`config.mk`:
```
export PLATFORM = sky130hd
export DESIGN_NAME = axi_mem_responder
export DESIGN_NICKNAME = d
export VERILOG_FILES = /design/src/rtl/axi_mem_responder.sv
export SDC_FILE = /design/constraint.sdc
export NUM_CORES = 1
export LEC_CHECK = 0
export ABC_CLOCK_PERIOD_IN_PS = 4900
export CORE_AREA = 2 2 203 205
export DETAILED_ROUTE_END_ITERATION = 6
export DIE_AREA = 0 0 205 207
export GPL_TIMING_DRIVEN = 0
export HOLD_SLACK_MARGIN = 0.15
export MAX_ROUTING_LAYER = met4
export PLACE_DENSITY = 0.53
export SLEW_MARGIN = 10
export SYNTH_ARGS = -nofsm -noshare
export SYNTH_HDL_FRONTEND = slang
export SYNTH_SLANG_ARGS = --single-unit
export TNS_END_PERCENT = 30
```
`constraint.sdc`:
```
create_clock -name clk_i -period 4.9 [get_ports clk_i]
set_input_delay 1.225 -clock clk_i [delete_from_list [all_inputs] [get_ports clk_i]]
set_output_delay 1.225 -clock clk_i [all_outputs]
set_load 0.03 [all_outputs]
```
`src/rtl/axi_mem_responder.sv`:
```
// AXI4 slave serving one burst at a time from a single-port SRAM with one-cycle read latency.
// The ariane_axi package below supplies the default request/response struct types.

package ariane_axi;
    localparam int unsigned AddrWidth = 64;
    localparam int unsigned DataWidth = 64;
    localparam int unsigned IdWidth   = 4;
    localparam int unsigned UserWidth = 1;
    localparam int unsigned StrbWidth = DataWidth / 8;

    typedef struct packed {
        logic [IdWidth-1:0]   id;
        logic [AddrWidth-1:0] addr;
        logic [7:0]           len;
        logic [2:0]           size;
        logic [1:0]           burst;
        logic                 lock;
        logic [3:0]           cache;
        logic [2:0]           prot;
        logic [3:0]           qos;
        logic [3:0]           region;
        logic [5:0]           atop;
        logic [UserWidth-1:0] user;
    } aw_chan_t;

    typedef struct packed {
        logic [DataWidth-1:0] data;
        logic [StrbWidth-1:0] strb;
        logic                 last;
        logic [UserWidth-1:0] user;
    } w_chan_t;

    typedef struct packed {
        logic [IdWidth-1:0]   id;
        logic [1:0]           resp;
        logic [UserWidth-1:0] user;
    } b_chan_t;

    typedef struct packed {
        logic [IdWidth-1:0]   id;
        logic [AddrWidth-1:0] addr;
        logic [7:0]           len;
        logic [2:0]           size;
        logic [1:0]           burst;
        logic                 lock;
        logic [3:0]           cache;
        logic [2:0]           prot;
        logic [3:0]           qos;
        logic [3:0]           region;
        logic [UserWidth-1:0] user;
    } ar_chan_t;

    typedef struct packed {
        logic [IdWidth-1:0]   id;
        logic [DataWidth-1:0] data;
        logic [1:0]           resp;
        logic                 last;
        logic [UserWidth-1:0] user;
    } r_chan_t;

    typedef struct packed {
        aw_chan_t aw;
        logic     aw_valid;
        w_chan_t  w;
        logic     w_valid;
        logic     b_ready;
        ar_chan_t ar;
        logic     ar_valid;
        logic     r_ready;
    } req_t;

    typedef struct packed {
        logic    aw_ready;
        logic    ar_ready;
        logic    w_ready;
        logic    b_valid;
        b_chan_t b;
        logic    r_valid;
        r_chan_t r;
    } resp_t;
endpackage

module axi_mem_responder #(
    parameter int unsigned AxiAddrWidth = 64,
    parameter int unsigned AxiDataWidth = 64,
    parameter int unsigned AxiIdWidth   = 4,
    parameter int unsigned MemAddrWidth = 16,
    parameter type         axi_req_t    = ariane_axi::req_t,
    parameter type         axi_rsp_t    = ariane_axi::resp_t
) (
    input  logic                        clk_i,
    input  logic                        rst_ni,
    input  axi_req_t                    axi_req_i,
    output axi_rsp_t                    axi_resp_o,
    output logic                        mem_req_o,
    output logic                        mem_we_o,
    output logic [MemAddrWidth-1:0]     mem_addr_o,
    output logic [AxiDataWidth-1:0]     mem_wdata_o,
    output logic [AxiDataWidth/8-1:0]   mem_be_o,
    input  logic [AxiDataWidth-1:0]     mem_rdata_i
);
    localparam int unsigned StrbWidth = AxiDataWidth / 8;
    localparam int unsigned Off       = $clog2(StrbWidth);
    localparam logic [2:0]  MaxSize   = 3'(Off);
    localparam logic [1:0]  BurstFixed = 2'b00;
    localparam logic [1:0]  BurstIncr  = 2'b01;
    localparam logic [1:0]  RespOkay   = 2'b00;
    localparam logic [1:0]  RespSlvErr = 2'b10;

    typedef enum logic [2:0] {
        IDLE    = 3'd0,
        RD_REQ  = 3'd1,
        RD_WAIT = 3'd2,
        RD_RESP = 3'd3,
        WR_DATA = 3'd4,
        WR_RESP = 3'd5
    } state_e;

    // WRAP, the reserved encoding and beats wider than the bus are refused.
    function automatic logic burst_err(input logic [1:0] burst, input logic [2:0] size);
        burst_err = ((burst != BurstFixed) && (burst != BurstIncr)) || (size > MaxSize);
    endfunction

    // INCR aligns down to the beat size before stepping, so only the first beat may be unaligned.
    function automatic logic [AxiAddrWidth-1:0] next_addr(input logic [AxiAddrWidth-1:0] addr,
                                                          input logic [2:0]              size,
                                                          input logic [1:0]              burst);
        logic [AxiAddrWidth-1:0] bytes;
        bytes = {{(AxiAddrWidth-1){1'b0}}, 1'b1} << size;
        if (burst == BurstFixed) begin
            next_addr = addr;
        end else begin
            next_addr = (addr & ~(bytes - {{(AxiAddrWidth-1){1'b0}}, 1'b1})) + bytes;
        end
    endfunction

    state_e                    state_r;
    logic                      prio_rd_r;
    logic [AxiAddrWidth-1:0]   addr_r;
    logic [7:0]                len_r;
    logic [2:0]                size_r;
    logic [1:0]                burst_r;
    logic [AxiIdWidth-1:0]     id_r;
    logic [8:0]                beat_r;
    logic                      err_r;
    logic                      r_valid_r;
    logic [AxiDataWidth-1:0]   r_data_r;
    logic [1:0]                r_resp_r;
    logic                      r_last_r;
    logic                      b_valid_r;
    logic [1:0]                b_resp_r;

    logic aw_win_s;
    logic ar_win_s;
    logic w_ready_s;
    logic w_hs_s;
    logic beat_is_len_s;
    logic beat_over_s;
    logic wr_mismatch_s;
    logic unused_req_s;

    assign unused_req_s  = ^axi_req_i;
    assign w_ready_s     = rst_ni && (state_r == WR_DATA);
    assign w_hs_s        = w_ready_s && axi_req_i.w_valid;
    assign beat_is_len_s = (beat_r == {1'b0, len_r});
    assign beat_over_s   = (beat_r > {1'b0, len_r});
    assign wr_mismatch_s = (axi_req_i.w.last != beat_is_len_s);

    // Round-robin arbitration between AW and AR while idle; a lone valid always wins.
    always_comb begin
        aw_win_s = 1'b0;
        ar_win_s = 1'b0;
        if (rst_ni && (state_r == IDLE)) begin
            if (axi_req_i.aw_valid && axi_req_i.ar_valid) begin
                aw_win_s = !prio_rd_r;
                ar_win_s = prio_rd_r;
            end else begin
                aw_win_s = axi_req_i.aw_valid;
                ar_win_s = axi_req_i.ar_valid;
            end
        end else begin
            aw_win_s = 1'b0;
            ar_win_s = 1'b0;
        end
    end

    // SRAM strobe: reads from RD_REQ, writes directly off the W handshake.
    always_comb begin
        mem_req_o = 1'b0;
        if (state_r == RD_REQ) begin
            mem_req_o = rst_ni && !err_r;
        end else if (state_r == WR_DATA) begin
            mem_req_o = w_hs_s && !err_r && !beat_over_s;
        end else begin
            mem_req_o = 1'b0;
        end
    end

    assign mem_we_o    = (state_r == WR_DATA);
    assign mem_addr_o  = addr_r[Off +: MemAddrWidth];
    assign mem_wdata_o = axi_req_i.w.data;
    assign mem_be_o    = axi_req_i.w.strb;

    // Response struct assembly; everything except the readies comes from registers.
    always_comb begin
        axi_resp_o          = '0;
        axi_resp_o.aw_ready = aw_win_s;
        axi_resp_o.ar_ready = ar_win_s;
        axi_resp_o.w_ready  = w_ready_s;
        axi_resp_o.b_valid  = b_valid_r;
        axi_resp_o.b.id     = id_r;
        axi_resp_o.b.resp   = b_resp_r;
        axi_resp_o.r_valid  = r_valid_r;
        axi_resp_o.r.id     = id_r;
        axi_resp_o.r.data   = r_data_r;
        axi_resp_o.r.resp   = r_resp_r;
        axi_resp_o.r.last   = r_last_r;
    end

    // Transaction FSM with burst bookkeeping and registered R/B channels.
    always_ff @(posedge clk_i) begin
        if (!rst_ni) begin
            state_r   <= IDLE;
            prio_rd_r <= 1'b0;
            addr_r    <= '0;
            len_r     <= 8'd0;
            size_r    <= 3'd0;
            burst_r   <= 2'b00;
            id_r      <= '0;
            beat_r    <= 9'd0;
            err_r     <= 1'b0;
            r_valid_r <= 1'b0;
            r_data_r  <= '0;
            r_resp_r  <= 2'b00;
            r_last_r  <= 1'b0;
            b_valid_r <= 1'b0;
            b_resp_r  <= 2'b00;
        end else begin
            case (state_r)
                IDLE: begin
                    if (ar_win_s) begin
                        addr_r    <= axi_req_i.ar.addr;
                        len_r     <= axi_req_i.ar.len;
                        size_r    <= axi_req_i.ar.size;
                        burst_r   <= axi_req_i.ar.burst;
                        id_r      <= axi_req_i.ar.id;
                        err_r     <= burst_err(axi_req_i.ar.burst, axi_req_i.ar.size);
                        beat_r    <= 9'd0;
                        prio_rd_r <= 1'b0;
                        state_r   <= RD_REQ;
                    end else if (aw_win_s) begin
                        addr_r    <= axi_req_i.aw.addr;
                        len_r     <= axi_req_i.aw.len;
                        size_r    <= axi_req_i.aw.size;
                        burst_r   <= axi_req_i.aw.burst;
                        id_r      <= axi_req_i.aw.id;
                        err_r     <= burst_err(axi_req_i.aw.burst, axi_req_i.aw.size);
                        beat_r    <= 9'd0;
                        prio_rd_r <= 1'b1;
                        state_r   <= WR_DATA;
                    end else begin
                        state_r <= IDLE;
                    end
                end
                RD_REQ: begin
                    state_r <= RD_WAIT;
                end
                RD_WAIT: begin
                    r_data_r  <= err_r ? '0 : mem_rdata_i;
                    r_resp_r  <= err_r ? RespSlvErr : RespOkay;
                    r_last_r  <= beat_is_len_s;
                    r_valid_r <= 1'b1;
                    state_r   <= RD_RESP;
                end
                RD_RESP: begin
                    if (axi_req_i.r_ready) begin
                        r_valid_r <= 1'b0;
                        if (r_last_r) begin
                            state_r <= IDLE;
                        end else begin
                            beat_r  <= beat_r + 9'd1;
                            addr_r  <= next_addr(addr_r, size_r, burst_r);
                            state_r <= RD_REQ;
                        end
                    end else begin
                        state_r <= RD_RESP;
                    end
                end
                WR_DATA: begin
                    if (w_hs_s) begin
                        // Saturate so an over-long burst can never wrap back into range.
                        if (beat_r != 9'h1FF) begin
                            beat_r <= beat_r + 9'd1;
                        end else begin
                            beat_r <= beat_r;
                        end
                        addr_r <= next_addr(addr_r, size_r, burst_r);
                        err_r  <= err_r || wr_mismatch_s;
                        if (axi_req_i.w.last) begin
                            b_resp_r  <= (err_r || wr_mismatch_s) ? RespSlvErr : RespOkay;
                            b_valid_r <= 1'b1;
                            state_r   <= WR_RESP;
                        end else begin
                            state_r <= WR_DATA;
                        end
                    end else begin
                        state_r <= WR_DATA;
                    end
                end
                WR_RESP: begin
                    if (axi_req_i.b_ready) begin
                        b_valid_r <= 1'b0;
                        state_r   <= IDLE;
                    end else begin
                        state_r <= WR_RESP;
                    end
                end
                default: begin
                    state_r <= IDLE;
                end
            endcase
        end
    end
endmodule
```
# Word level (Yosys, flattened, before mapping)
# Index checks and enable logic that the tools add are counted.
[totals]
ff_bits = 166
in_bits = 347
[classes]
n_addsub = 3
n_lt_le_gt_ge = 3
eq_ne = 17
shift = 1
muxes = 51
bitwise_logic = 2
n_reduce_logical = 31
[op_table]
columns = ["cell", "n"]
rows = [
  ["$mux 64", 7],
  ["$pmux 64 s3", 1],
  ["$add 64x64->64", 1],
  ["$and 64x64->64", 1],
  ["$not 64->64", 1],
  ["$shl 1x3->64 const A", 1],
  ["$sub 64x1->64 const B", 1],
  ["$mux 9", 6],
  ["$pmux 9 s3", 1],
  ["$mux 3", 7],
  ["$pmux 3 s6", 1],
  ["$mux 1", 17],
  ["$mux 8", 2],
  ["$reduce_bool 2->1", 6],
  ["$add 9x1->9 const B", 1],
  ["$eq 9x8->1", 1],
  ["$gt 9x8->1", 1],
  ["$logic_and 1x1->1", 9],
  ["$ne 9x9->1 const B", 1],
  ["$mux 2", 4],
  ["$mux 4", 2],
  ["$ne 2x1->1 const B", 4],
  ["$ne 2x2->1 const B", 4],
  ["$eq 3x2->1 const B", 2],
  ["other kinds (16)", 26],
]

# Logic depth before layout (Yosys ltp)
# Gate-level depths: netlist of run 1.
[depth]
ltp_word = 9
depth_mapped = 13
ltp_nobuf = 11

# Worst setup path after synthesis of run 1
# OpenSTA, ideal clock, no wires.
[synth_path]
path_kind = "in2out"
from = "input port rst_ni"
to = "output port axi_resp_o[82] (netlist name)"
t_arrival_ns = 2.587
required_time_ns = 3.675
setup_slack_ns = 1.088
cell_stages = 7
cell_sequence = "nor4b_4 nand3_1 inv_2 buf_2 buf_2 clkbuf_1 buf_4"
[synth_via]
elab_chain_len = 2
[synth_rtl]
columns = ["item", "line_no", "text"]
rows = [
  ["start: declaration", "92", "input logic rst_ni,"],
  ["$logic_and 1x1->1", "173", "if (rst_ni && (state_r == IDLE)) begin"],
  ["$mux 1", "173", ""],
  ["end: declaration", "94", "output axi_rsp_t axi_resp_o,"],
]
# No other way between the ends.

# Worst setup path in the final report of run 1
[layout_path]
from = "input port rst_ni"
to = "output port axi_resp_o[83] (netlist name)"
# The elaborated chain is that of the path after synthesis.

==> metrics.txt, run 1 <==
Seq cells post-synth ~120; clk_skew between 0.005 and 0.006 ns; share of layout cells above drive strength 1 12.18%; fin cells 1797; setup TNS 0 ns; IO buf count 313; WL final ~29000 microns; core area 40370 sq um; unrepaired setup endpoints after global routing no; DR pass1 iterations 6; GRT Total Usage 14.03%; register area share after synthesis 33.98%; Mapped Cells between 900 and 1k; initial antenna violation count 1; io pins 521; Synth Area in XOR/XNOR under 10%; Starting DRT DRC Count 526; Crit Path Category in2out; synthesized area around 7000 sq um; Cell variety after synth 68; worst-margin pin slew between 1 and 1.5 ns; Max stage delay on crit path 0.67 ns; grt total ovfl 0; sequential cell area 2382 sq um; Vias per Instance approximately 4.2; leakage between 4 and 5 nW; TritonCTS clock tree built; clk_lat worst skew 0.44 ns; fin. max-slew vios 0; Area growth syn-to-layout 63.49%; FFs w/ async S/R, synth 0%; Starting Density 17.37%; Final GP Congestion 0.8575; Die X about 200 microns; Setup Viol. Count Final 0; Rel. slew slack between 20% and 30%; placed insts about 1.8k; Req. time, crit path approximately 3.7 ns; via count 7600; first-pass GRT wire length between 40000 and 50000 microns; critical path launch point type input pin; DRC violations left 0; CTS Buf Count 17; Tmin final between 4 and 5 ns; fin nets 1611; Worst VDD drop 0.2592 mV; CP Buf/Inv Count 4; Die Height slightly above 200 microns; Crit path arrival time 3.58 ns; Mapped Avg Cell Area 7.638 sq um; Hold Path Class reg2reg; most used cell, CP clkdlybuf4s50_1; Tcrit/Tclk final 98.12%; fill count roughly 4.4k; setup bufs post-CTS 0; Simple-Gate Fraction of Synth Area between 20 and 30%; hpwl dp 23160 microns; Max Cap Viol 0; YS warnings 0; cell family with most CP delay buffers and inverters; die area roughly 42000 sq um; largest net degree at the start of global routing 20; number of global-route vias before repair 7432; Max Buffers Root-to-Sink 2; worst-path maximum fanout 5; DR WL/cell approximately 16 microns; Worst setup EP type output port; PwrDens 315.2 nW/um^2; Worst-path clk slew 0.06 ns; H-tree depth 4; Hold Fails Final Rpt 0; Synth Area in Adders 2.320%; Final ANT Viol Nets 0; slowest CP cell clkdlybuf4s50_1; Rows 74; crit-path cells clkdlybuf4s50_1 > nor4b_4 > and3_1 > clkbuf_1 > buf_4 > clkdlybuf4s50_1; post-synthesis compound-gate area fraction about 18%; Post-synth EDFFs 0; largest family of logic cells by synthesized area simple AND/OR/NAND/NOR gates; fmax 208.0 MHz; multiplexer share of the synthesized area ~1.9%; top_reg_cell synth dfxtp_1; Clock Sinks 119; status completed; clk root buf clkbuf_16; area of the multi-input gates 3540 sq um
## synthesized netlist by cell type (3+ instances only)
cell      instances  share of area, %
nor2b_1           7              0.62
xor2_1            3              0.37
inv_1            18              0.96
clkbuf_1         54               2.9
nand3b_1         68               7.3
buf_2             8              0.57
or3_1             3              0.27
a311o_1           5              0.71
nand3_1          17               1.2
a211oi_1          6              0.64
o22ai_1           4              0.36
and3_1            6              0.54
a31oi_1           8              0.71
a311oi_1         15               1.9
ha_1             13               2.3
nor3_1           19               1.4
buf_1             3              0.16
buf_4           103                11
a21oi_1         102               7.3
mux2i_1          11               1.6
nand4_1           3              0.27
nand2b_1         11              0.98
nand2_1         169               9.0
nor2_1           52               2.8
o21ai_1          10              0.71
dfxtp_1         119                34
a221oi_1          3              0.37
o21ai_0          12              0.86
nor4_1            4              0.36
xnor2_1          10               1.2
and2_1            4              0.36
## power by group
part	switching (mW)	internal (mW)	leakage (nW)	total, mW
combinational	0.625	0.506	2.89	1.13
clock	0.498	0.879	0.304	1.38
sequential	0.0653	1.04	0.967	1.10
total	1.19	2.42	4.16	3.61
## cell type report
class,instances,share of cell area [%]
multi-input cells,613,30.88
clock inverters,11,1.495
diodes,1,0.02183
well taps,532,5.807
clock buffers,21,4.017
plain buffers,166,8.994
repair buffers,313,27.32
inverters,21,0.6876
flip-flops and latches,119,20.78
## per-stage QoR
| stage | hold WS (ns) | worst slack [ns] | power, mW | instance area (sq um) | util [%] |
|---|---|---|---|---|---|
| 4_1_cts | 0.4503 | 0.03831 | 3.667 | 11450 | 28.37 |
| 3_5_place_dp | 0.4412 | -1.175 | 2.260 | 10820 | 26.81 |
| 3_3_place_gp | 0.4379 | -1.153 | 2.256 | 10820 | 26.81 |
| 5_1_grt | 0.4671 | 0.01535 | 3.803 | 11460 | 28.40 |
| 6_report | 0.4483 | 0.09235 | 3.613 | 11460 | 28.40 |
| 2_1_floorplan | 0.4246 | 1.088 | 1.787 | 7023 | - |
## kinds of logic after synthesis
family	count (synthesis)
flip-flops	119
multiplexers	13
other	1
adder cells (fa/ha/maj)	13
buffers and inverters	189
AND/OR/NAND/NOR	375
XOR/XNOR	13
AO/OA/AOI/OAI	195
## worst reg2reg max path, stage by stage (launching register included)
cell and delay (ns):
dfxtp_1 0.35, clkbuf_1 0.33, clkbuf_1 0.45, nand2b_1 0.23, ha_1 0.23, clkbuf_1 0.36, a21oi_1 0.13, nor2_1 0.15
o21ai_0 0.16, o41ai_2 0.77, nand2_1 0.14, mux2_1 0.35, o22ai_1 0.14
## layer usage
layer	up-vias	part of all wire (%)	GRT usage (%)
met1	3503	43	17.09
met2	315	47	22.15
met4	0	2.2	4.738
met3	42	8.2	3.965
met5	-	0	-
li1	3740	-	-
## final timing paths
kind / from / end / slack [ns] / depth (start not counted)
setup reg to reg: size_r[2]$_SDFFE_PN0P_ / addr_r[12]$_SDFFE_PN0P_ / 1.03 / 12
setup / recovery: rst_ni / axi_resp_o[83] / 0.09 / 6
hold reg to reg: b_valid_r$_SDFFE_PN0P_ / b_valid_r$_SDFFE_PN0P_ / 0.45 / 2
hold / removal: b_valid_r$_SDFFE_PN0P_ / b_valid_r$_SDFFE_PN0P_ / 0.45 / 2
## state kept, by name (all words and copies together) (netlist names)
register,count
size_r,3
r_resp_r,1
b_resp_r,1
b_valid_r,1
addr_r,19
beat_r,9
id_r,4
len_r,8
r_last_r,1
prio_rd_r,1
err_r,1
burst_r,2
r_valid_r,1
state_r,3
r_data_r,64
## cells in the final DEF (no fill, tap or decap), drive strengths merged, types with 13 or more instances in the layout
cell             n
a311oi          15
buf            115
a21oi          102
dfxtp          119
nor3            19
clkdlybuf4s50  310
nand2          169
o21ai           22
ha              13
clkbuf          73
nor2            52
nand3           17
nand3b          68
inv             21
## timing repair
| action | in CTS | in global routing |
|---|---|---|
| hold buffers | 0 | 0 |
| resized for setup | 7 | 2 |
| setup endpoints to repair | 2 | 2 |
| hold endpoints to repair | 0 | 0 |
No activity file was read; power rests on OpenSTA's default activity.
==> run 2, diff against run 1 <==
SLEW_MARGIN = not set   (was 10)
==> results of run 2 <==
Final layout, timing and power as in run 1 (identical DEF).
